File: src/rtl/uart_tx.sv
`default_nettype none
// ============================================================================
// Module      : uart_tx
// Description : 8N1 UART transmitter with a small transmit FIFO in front of
//               the serialiser.
// Revision    : 1.0 - initial release
// ============================================================================

module uart_tx #(
    parameter int CLKS_PER_BIT = 12000000 / 9600,
    parameter int FIFO_DEPTH   = 4
) (
    input  logic       clk,
    input  logic       reset,
    input  logic       data_valid,
    input  logic [7:0] byte_data,
    output logic       ready,
    output logic       tx,
    output logic       busy
);

    localparam int c_PTR_W = $clog2(FIFO_DEPTH);
    localparam int c_CNT_W = (CLKS_PER_BIT > 1) ? $clog2(CLKS_PER_BIT) : 1;
    localparam logic [c_PTR_W:0]   c_FULL     = FIFO_DEPTH[c_PTR_W:0];
    localparam logic [c_CNT_W-1:0] c_BIT_LAST = c_CNT_W'(CLKS_PER_BIT - 1);

    typedef enum logic [1:0] {
        S_IDLE  = 2'd0,
        S_START = 2'd1,
        S_DATA  = 2'd2,
        S_STOP  = 2'd3
    } state_t;

    // ------------------------------------------------------------------
    // Transmit FIFO
    // ------------------------------------------------------------------
    logic [7:0]         r_mem [FIFO_DEPTH];
    logic [c_PTR_W-1:0] r_wr_ptr;
    logic [c_PTR_W-1:0] r_rd_ptr;
    logic [c_PTR_W:0]   r_count;
    logic               w_push;
    logic               w_pop;
    logic               w_fifo_nonempty;

    // ready depends only on registered occupancy, so a full FIFO that pops
    // this cycle still refuses the push on the same edge.
    assign ready           = (r_count != c_FULL);
    assign w_push          = data_valid & ready & ~reset;
    assign w_fifo_nonempty = (r_count != '0);

    always_ff @(posedge clk) begin
        if (w_push) begin
            r_mem[r_wr_ptr] <= byte_data;
        end
    end

    always_ff @(posedge clk) begin
        if (reset) begin
            r_wr_ptr <= '0;
            r_rd_ptr <= '0;
            r_count  <= '0;
        end else begin
            if (w_push) begin
                r_wr_ptr <= r_wr_ptr + 1'b1;
            end
            if (w_pop) begin
                r_rd_ptr <= r_rd_ptr + 1'b1;
            end
            case ({w_push, w_pop})
                2'b10:   r_count <= r_count + 1'b1;
                2'b01:   r_count <= r_count - 1'b1;
                default: r_count <= r_count;
            endcase
        end
    end

    // ------------------------------------------------------------------
    // Serialiser FSM
    // ------------------------------------------------------------------
    state_t             r_state;
    state_t             w_state_next;
    logic [c_CNT_W-1:0] r_clk_cnt;
    logic [c_CNT_W-1:0] w_clk_cnt_next;
    logic [2:0]         r_bit_idx;
    logic [2:0]         w_bit_idx_next;
    logic [7:0]         r_shift;
    logic [7:0]         w_shift_next;
    logic               r_tx;
    logic               w_tx_next;
    logic               w_bit_done;

    assign w_bit_done = (r_clk_cnt == c_BIT_LAST);

    always_ff @(posedge clk) begin
        if (reset) begin
            r_state   <= S_IDLE;
            r_clk_cnt <= '0;
            r_bit_idx <= '0;
            r_shift   <= '0;
            r_tx      <= 1'b1;
        end else begin
            r_state   <= w_state_next;
            r_clk_cnt <= w_clk_cnt_next;
            r_bit_idx <= w_bit_idx_next;
            r_shift   <= w_shift_next;
            r_tx      <= w_tx_next;
        end
    end

    // The line level is registered from the current state, so tx trails the
    // state register by one cycle; every bit still lasts CLKS_PER_BIT cycles.
    always_comb begin
        w_state_next   = r_state;
        w_clk_cnt_next = w_bit_done ? '0 : r_clk_cnt + 1'b1;
        w_bit_idx_next = r_bit_idx;
        w_shift_next   = r_shift;
        w_tx_next      = 1'b1;
        w_pop          = 1'b0;

        case (r_state)
            S_IDLE: begin
                w_clk_cnt_next = '0;
                w_bit_idx_next = '0;
                if (w_fifo_nonempty) begin
                    w_pop        = 1'b1;
                    w_shift_next = r_mem[r_rd_ptr];
                    w_state_next = S_START;
                end
            end
            S_START: begin
                w_tx_next = 1'b0;
                if (w_bit_done) begin
                    w_bit_idx_next = '0;
                    w_state_next   = S_DATA;
                end
            end
            S_DATA: begin
                w_tx_next = r_shift[r_bit_idx];
                if (w_bit_done) begin
                    w_bit_idx_next = r_bit_idx + 1'b1;
                    if (r_bit_idx == 3'd7) begin
                        w_state_next = S_STOP;
                    end
                end
            end
            S_STOP: begin
                w_tx_next = 1'b1;
                if (w_bit_done) begin
                    // Chain straight into the next start bit when data waits.
                    if (w_fifo_nonempty) begin
                        w_pop        = 1'b1;
                        w_shift_next = r_mem[r_rd_ptr];
                        w_state_next = S_START;
                    end else begin
                        w_state_next = S_IDLE;
                    end
                end
            end
            default: begin
                w_state_next   = S_IDLE;
                w_clk_cnt_next = '0;
                w_bit_idx_next = '0;
            end
        endcase
    end

    assign tx   = r_tx;
    assign busy = (r_state != S_IDLE) || w_fifo_nonempty;

endmodule

`default_nettype wire

File: config.mk
export PLATFORM = sky130hd
export DESIGN_NAME = uart_tx
export DESIGN_NICKNAME = d
export VERILOG_FILES = /design/src/rtl/uart_tx.sv
export SDC_FILE = /design/constraint.sdc
export NUM_CORES = 1
export LEC_CHECK = 0
export ABC_AREA = 1
export BUFFER_PORTS_ARGS = -buffer_cell sky130_fd_sc_hd__buf_2
export CAP_MARGIN = 5
export CORE_AREA = 2 2 107 109
export DETAILED_ROUTE_END_ITERATION = 16
export DIE_AREA = 0 0 109 111
export PLACE_DENSITY = 0.45
export REMOVE_ABC_BUFFERS = 1
export SLEW_MARGIN = 5
export SYNTH_ARGS = -nofsm -noshare
export SYNTH_HDL_FRONTEND = slang
export SYNTH_SLANG_ARGS = --single-unit
File: constraint.sdc
create_clock -name clk -period 3.3 [get_ports clk]
set_clock_uncertainty 0.1 [all_clocks]
set_input_delay 0.66 -clock clk [delete_from_list [all_inputs] [get_ports clk]]
set_output_delay 0.66 -clock clk [all_outputs]
set_load 0.03 [all_outputs]
==> summary.txt, run 1 <==
Final layout
  – Post-layout nets: 354
  – Fin util: 31.8%
  – Syn-to-layout area delta: 18.6%
  – Diodes inserted: 0
  – Fraction of layout cells with a size suffix above 1: 15.6%
  – Most common cell after layout, fill and taps aside: nor2_1
  – Most frequent cells in the layout: nor2_1 (49), dfxtp_1 (34), edfxtp_1 (32)
  – Fillers: 1141

Yosys
  – Dominant cells by area after synthesis: edfxtp_1 (32%), dfxtp_1 (23%), nor2_1 (6.2%)
  – Top_reg_cell synth: dfxtp_1
  – Synthesized flop and latch total: 66
  – Async set-or-reset flop fraction in the synthesized netlist: 0%
  – EDFF count, synth: 32
  – Post-synthesis cell count: 304
  – Post-synthesis sequential area ratio: 55.2%
  – Synth cell types: 36
  – Avg Inst Size Synth: 9.78 sq um
  – Post-Syn Area: 2970 sq um
  – Post-synth top area cell: edfxtp_1
  – Post-synth top area share: 32.3%
  – Synth warnings: 0

Setup path
  – Worst path cell trace: inv_1 > ha_1 > a31oi_4 > nand2_1 > nand2_2 > ha_1 > fa_1 > o21ai_0 > a21oi_1
  – Critical path's top delay family: adder cells
  – Max stage delay on crit path: 420 ps
  – Most frequent CP cell: ha_1
  – Slowest stage cell on the critical path: fa_1
  – Kind of critical path: reg2reg
  – Buf/Inv on CP: 1
  – Critical path required time: 3420 ps
  – Crit Path Max Fanout: 10
  – Crit path DAT: 2590 ps
  – Crit end category: register
  – Startpoint types: register

Timing
  – Worst Slack Setup Final: 826 ps
  – Timing-limited maximum frequency: 404 MHz
  – Final setup viols: 0
  – Hold_ws: 384 ps
  – TNS Setup: 0 ps
  – Measured slew at the worst slew-check pin: 560 ps
  – Tmin final: 2470 ps
  – Final slew viol count: 0
  – Fraction of the cycle the final worst path needs: 75.0%
  – Final hold violation count: 0
  – Unrepaired setup endpoints after global routing: no
  – Relative slew slack: 62.6%

Placed design
  – GP Congestion: 0.758
  – Place WS: 814 ps
  – Port-buffer cells: 13
  – Placed wire-length estimate: 4020 um

GRT
  – GR Util All Layers: 10.7%
  – Pin count of the biggest net entering global routing: 18
  – Grt total ovfl: 0
  – Number of global-route vias before repair: 2107
  – First-pass GRT wire length: 10000 um
  – Initial antenna violation count: 0

Route
  – Vias after detailed routing: 2068
  – WL per Instance: 12.1 um
  – ANT nets after route: 0
  – DRT Wirelength: 5750 um
  – Vias/cell: 4.34
  – Starting DRC count in detailed routing: 66
  – Pre-Repair DR Iteration Count: 4
  – # DRC: 0

Floorplanning
  – Initial Util: 26.8%
  – Die W: 109 um
  – Ports: 14
  – DIE HEIGHT: 111 um
  – Die area: 12100 sq um
  – Site row count: 39
  – Area of the core: 11100 sq um

Status
  – Status: finished clean

CTS
  – Clock Path Buffers: 2
  – CTS tree: built
  – Clock transition at path regs: 60 ps
  – H-tree depth: 3
  – Clock sink count: 66
  – Setup repair bufs after CTS: 0
  – Clk_lat worst skew: 330 ps
  – Clock root buffer: clkbuf_16
  – Post-cts sizing count: 0
  – Num CTS Buffers: 9
  – Cts hold-fix bufs: 0

Pwr
  – Switching Share: 34.4%
  – Sequential power share: 37.8%
  – Clk pwr share: 34.2%
  – Overall Power: 2.82 mW
  – LEAKAGE: 1.31 nW
  – Internal power: 1.85 mW
  – Comb power frac: 28.0%
  – Pwr dens: 798 nW/um^2
  – Psw: 0.968 mW
  – Worst VDD drop: 0.000306 V

Min path
  – HP Class: reg2reg

Flow run
  – Max-cap violations: 0
==> tightest hold or removal path: cells and delay by family (launching register included) <==
kind	cells	cell delay, ps
AOI/OAI and AO/OA	1	60
DFF	1	310
and+or+nand+nor	1	60
==> registers in the layout (all words and copies together) (netlist names), named ones only <==
| register | count |
|---|---|
| r_rd_ptr | 2 |
| r_bit_idx | 3 |
| r_shift | 8 |
| r_wr_ptr | 2 |
| r_mem | 32 |
| r_count | 3 |
| tx | 1 |
| r_clk_cnt | 11 |
| r_state | 2 |
==> per-stage QoR <==
stage,cells,instance area [sq um]
after global placement,460,3220
after floorplan,299,2940
after detailed placement,460,3220
after CTS,476,3530
final,476,3530
after global routing,476,3530
==> synth_stat cells (all sizes together) (6+ instances only) <==
| cell | n |
|---|---|
| nand2 | 38 |
| a21oi | 22 |
| edfxtp | 32 |
| o21ai | 32 |
| nor2 | 52 |
| inv | 31 |
| dfxtp | 34 |
| nand3 | 10 |
| ha | 14 |
| o22ai | 8 |
| nand4 | 6 |
==> path summary, 6_finish.rpt <==
kind | from | endpoint | slack, ps | cells after the start
setup reg to reg | r_state[0] | r_count[1] | 830 | 9
hold / removal | r_clk_cnt[3] | r_clk_cnt[3] | 380 | 2
setup / recovery | r_state[0] | r_count[1] | 830 | 9
hold reg to reg | r_clk_cnt[3] | r_clk_cnt[3] | 380 | 2
==> cell families (layout without fill, tap and decap cells) <==
kind of cell,count (synthesis),after routing,synth area share (%)
AO/OA/AOI/OAI,71,71,13.9
XOR/XNOR,2,2,0.589
adder cells (fa/ha/maj),15,15,6.56
buffers and inverters,36,65,5.01
flip-flops,66,66,55.2
AND/OR/NAND/NOR,114,114,18.8
==> power groups by stage <==
| stage | clock network (mW) | registers (mW) | logic (mW) |
|---|---|---|---|
| floorplan | 0 | 1.06 | 0.612 |
| global placement | 0 | 1.09 | 0.797 |
| detailed placement | 0 | 1.08 | 0.804 |
| CTS | 0.989 | 1.07 | 0.806 |
| global route | 1.03 | 1.08 | 0.921 |
| finish | 0.964 | 1.06 | 0.787 |
==> metal layers <==
layer	share of wire (%)	vias up	track usage, %	wire, um
li1	-	1085	-	-
met1	48	952	13.5	2750
met4	2.0	0	4.36	116
met5	0	-	0	0
met2	48	20	16.9	2730
met3	2.6	11	3.17	152
==> area by class of cell <==
class,instances,area (sq um),share of cell area (%)
multi-input cells,202,1180,33.6
clock buffers,9,225,6.39
inverters,31,116,3.30
clock inverters,7,78.8,2.23
flip-flops and latches,66,1640,46.5
well taps,143,179,5.07
repair buffers,18,103,2.91
Power figures use the tool's default switching activity.
==> inputs of run 2 (changes only) <==
Clock period 3.3 ns to 2.4 ns, I/O delays scaled along.
==> summary.txt, run 2 (synthesized netlist as in run 1, its figures left out) <==
Timing
  – Final slew viol count: 0
  – Hold_ws: 255 ps
  – Fraction of the cycle the final worst path needs: 92.0%
  – Final hold violation count: 0
  – Tmin final: 2210 ps
  – Worst Slack Setup Final: 191 ps
  – Measured slew at the worst slew-check pin: 486 ps
  – Final setup viols: 0
  – Timing-limited maximum frequency: 453 MHz
  – TNS Setup: 0 ps
  – Relative slew slack: 67.6%

CTS
  – Clock sink count: 66
  – Clock transition at path regs: 60 ps
  – Clock Path Buffers: 2
  – H-tree depth: 3
  – Cts hold-fix bufs: 0
  – CTS tree: built
  – Clk_lat worst skew: 330 ps
  – Num CTS Buffers: 9
  – Clock root buffer: clkbuf_16
  – Setup repair bufs after CTS: 0
  – Post-cts sizing count: 0

GRT
  – Initial antenna violation count: 0
  – Grt total ovfl: 0
  – Number of global-route vias before repair: 2072
  – First-pass GRT wire length: 9680 um
  – Pin count of the biggest net entering global routing: 18
  – GR Util All Layers: 10.5%

Final layout
  – Largest register FFs: 32
  – Syn-to-layout area delta: 21.5%
  – Top flop regs: r_mem (32), r_clk_cnt (11), r_shift (8)
  – Area of the multi-input gates: 1210 sq um
  – Fraction of layout cells with a size suffix above 1: 19.1%
  – Most frequent cells in the layout: nor2_1 (49), dfxtp_1 (34), edfxtp_1 (32)
  – FF+latch area: 1640 sq um
  – Post-layout nets: 362
  – Diodes inserted: 0
  – Most common cell after layout, fill and taps aside: nor2_1
  – Reg with most FFs: r_mem
  – Fillers: 1120

Floorplanning
  – Area of the core: 11100 sq um
  – Initial Util: 26.8%
  – Die W: 109 um
  – Ports: 14
  – DIE HEIGHT: 111 um
  – Die area: 12100 sq um
  – Site row count: 39

Setup path
  – Kind of critical path: reg2reg
  – Crit end category: register
  – Crit Path Max Fanout: 4
  – Crit path DAT: 2380 ps
  – Critical path required time: 2570 ps
  – Startpoint types: register
  – R2r startpoint: r_state[1]
  – Setup crit start: r_state[1]

Placed design
  – Placed wire-length estimate: 4010 um
  – GP Congestion: 0.732
  – Port-buffer cells: 13
  – Place WS: 59.4 ps

Route
  – DRT Wirelength: 5900 um
  – Starting DRC count in detailed routing: 66
  – WL per Instance: 12.2 um
  – ANT nets after route: 0
  – Vias/cell: 4.49
  – Pre-Repair DR Iteration Count: 4
  – Vias after detailed routing: 2173
  – # DRC: 0

Flow run
  – Max-cap violations: 0

Status
  – Status: finished clean

Pwr
  – Pwr dens: 1100 nW/um^2
  – Worst VDD drop: 0.000386 V
  – LEAKAGE: 1.36 nW

Min path
  – HP Class: in2reg
  – Hold Startpoint: byte_data[2]
[run 2: changes by cell type in the layout (fill, tap and decap cells not counted), sizes merged]
cell / delta
buf: +8
clkinvlp: -2
clkinv: +2
[run 2: power by group]
group | total (mW) | switching (mW) | internal, mW | leakage, nW
Clock | 1.33 | 0.517 | 0.812 | 0.150
Combinational | 1.22 | 0.747 | 0.477 | 0.641
Sequential | 1.42 | 0.0950 | 1.33 | 0.568
[run 2: metrics by stage]
step / power (mW) / instances / area, sq um / utilization, %
floorplan: 2.30 / 299 / 2940 / -
detailed placement: 2.65 / 468 / 3280 / 29.6
CTS: 4.00 / 484 / 3590 / 32.4
global route: 4.24 / 484 / 3610 / 32.6
finish: 3.98 / 484 / 3610 / 32.6
global placement: 2.64 / 468 / 3280 / 29.6
[run 2: layout make-up]
class                   count  share of cell area, %
well taps                 143                   4.95
multi-input cells         202                   33.5
clock buffers               9                   6.23
repair buffers             26                   4.50
flip-flops and latches     66                   45.4
clock inverters             7                   2.18
inverters                  31                   3.22
[run 2: per-layer routing]
metal / wire [um] / GRT usage, % / vias to the layer above
met5: 0 / 0 / -
li1: - / - / 1113
met3: 287 / 4.59 / 6
met1: 2710 / 12.8 / 1012
met2: 2850 / 16.8 / 42
met4: 46 / 2.82 / 0
[run 2: final timing paths]
kind,slack [ps],cells past startpoint,to
max,190,11,r_count[2]
min,260,1,r_mem[3][2]
max reg2reg,190,11,r_count[2]
min reg2reg,390,2,r_clk_cnt[10]
[run 2: critical path, stage by stage, from the launching register on]
cell and delay (ps):
dfxtp_1 370, inv_1 120, ha_4 310, nor2_1 50, nand3_1 90, nand2_2 90, ha_2 210, fa_2 360
a21oi_2 140, o21a_1 140, o21ai_0 70, a21oi_1 110
==> inputs of run 3 (changes only) <==
Settings changed: CORE_AREA 2 2 107 109 to 2 2 77 79, DIE_AREA 0 0 109 111 to 0 0 79 81, PLACE_DENSITY 0.45 to 0.74.
==> summary.txt, run 3 (synthesized netlist as in run 1, its figures left out) <==
Route
  – Vias/cell: 5.06
  – DRT Wirelength: 5170 um
  – WL per Instance: 12.5 um
  – Metal2 WL: 2470 um
  – Vias after detailed routing: 2090
  – Top routing layer in use: met4
  – Metal-1 WL: 2430 um
  – ANT nets after route: 0
  – Starting DRC count in detailed routing: 63
  – WL met3: 170 um
  – Pre-Repair DR Iteration Count: 4
  – # DRC: 0

Timing
  – Final slew viol count: 0
  – Final hold violation count: 0
  – TNS Setup: 0 ps
  – Timing-limited maximum frequency: 458 MHz
  – Tmin final: 2180 ps
  – Final setup viols: 0
  – Fraction of the cycle the final worst path needs: 90.9%
  – Measured slew at the worst slew-check pin: 416 ps
  – Hold_ws: 252 ps
  – Unrepaired setup endpoints after global routing: no
  – Worst Slack Setup Final: 219 ps
  – Relative slew slack: 72.2%

Floorplanning
  – Die area: 6400 sq um
  – DIE HEIGHT: 81 um
  – Site row count: 28
  – Ports: 14
  – Area of the core: 5680 sq um
  – Die W: 79 um
  – Initial Util: 52.4%

CTS
  – Clock sink count: 66
  – H-tree depth: 3
  – Clk_lat worst skew: 340 ps
  – Clock Path Buffers: 2
  – Num CTS Buffers: 9
  – Cts hold-fix bufs: 0
  – CTS tree: built
  – Clock transition at path regs: 70 ps
  – Clock root buffer: clkbuf_8

Final layout
  – FF+latch area: 1650 sq um
  – Top flop regs: r_mem (32), r_clk_cnt (11), r_shift (8)
  – Diodes inserted: 0
  – Fillers: 463
  – Most frequent cells in the layout: nor2_1 (49), edfxtp_1 (32), nand2_1 (31), dfxtp_1 (31), inv_1 (27)
  – Syn-to-layout area delta: 14.6%
  – Post-layout nets: 359
  – Largest register FFs: 32
  – Most common cell after layout, fill and taps aside: nor2_1
  – Area of the multi-input gates: 1210 sq um
  – Reg with most FFs: r_mem
  – Fin util: 60.1%
  – Fraction of layout cells with a size suffix above 1: 18.9%

Pwr
  – Pwr dens: 1060 nW/um^2
  – LEAKAGE: 1.30 nW
  – Worst VDD drop: 0.000552 V
  – Overall Power: 3.60 mW

Setup path
  – Crit path DAT: 2360 ps
  – Crit Path Max Fanout: 4
  – R2r startpoint: r_state[1]
  – RR Endpoint: r_count[2]
  – Startpoint types: register
  – FF-to-FF path depth: 11
  – Critical path required time: 2580 ps
  – Worst reg-to-reg setup slack: 220 ps
  – Crit end category: register
  – Kind of critical path: reg2reg

GRT
  – First-pass GRT wire length: 8920 um
  – Pin count of the biggest net entering global routing: 17
  – GR Util All Layers: 18.6%
  – Initial antenna violation count: 0
  – Grt total ovfl: 0
  – Number of global-route vias before repair: 2028

Placed design
  – GP Congestion: 0.734
  – Placed wire-length estimate: 3640 um
  – Port-buffer cells: 13
  – Place WS: 30.5 ps

Status
  – Status: finished clean

Min path
  – Worst hold stages: 1
  – HP Class: in2reg
  – Hold Startpoint: byte_data[1]
  – Endpoint, Worst Hold: r_mem[0][1]

Flow run
  – Max-cap violations: 0
run 3: timing repair:
item                                    in CTS  in global routing
endpoints found under the setup margin       0                  2
hold endpoints to repair                     0                  0
resized for setup                            0                 10
buffers inserted                             0                  0
run 3: worst max-delay path by stage:
stage                      start          to  slack (ps)  depth (start not counted)
finish                r_state[1]  r_count[2]         220                         11
global placement      r_state[1]  r_count[2]         140                         11
CTS                   r_state[1]  r_count[2]          20                         11
floorplan             r_state[0]  r_count[1]         110                          9
detailed placement    r_state[1]  r_count[2]          30                         11
global route        r_clk_cnt[1]  r_count[2]          20                         12
run 3: cell type report:
type | instances | area share [%]
Clock inverter | 7 | 2.46
Sequential cell | 66 | 48.3
Inverter | 31 | 3.41
Timing Repair Buffer | 23 | 4.11
Tap cell | 75 | 2.75
Multi-Input combinational cell | 202 | 35.4
Clock buffer | 9 | 3.63
run 3: metal layers:
metal	global-route usage, %	up-vias
li1	-	1104
met1	22.7	946
met2	30.3	32
met5	0	-
met4	8.79	0
met3	5.67	8
run 3: worst max-delay path, cell delays in order (launching register included):
cell     delay [ps]
dfxtp_2         370
inv_2            70
ha_4            290
nor2_1           40
nand3_1         100
nand2_2          90
ha_2            200
fa_1            380
a21oi_1         150
o21a_1          140
o21ai_0          70
a21oi_1         120
run 3: stage by stage:
step,cell area [sq um],std cells
floorplan,2940,299
global placement,3180,397
detailed placement,3180,397
CTS,3380,413
global route,3410,413
finish,3410,413
run 3: where the power goes:
part	switching, mW	total, mW	internal (mW)	leakage, nW
combinational	0.720	1.19	0.466	0.624
clock	0.412	0.984	0.572	0.102
sequential	0.0967	1.43	1.33	0.570
total	1.23	3.60	2.37	1.30
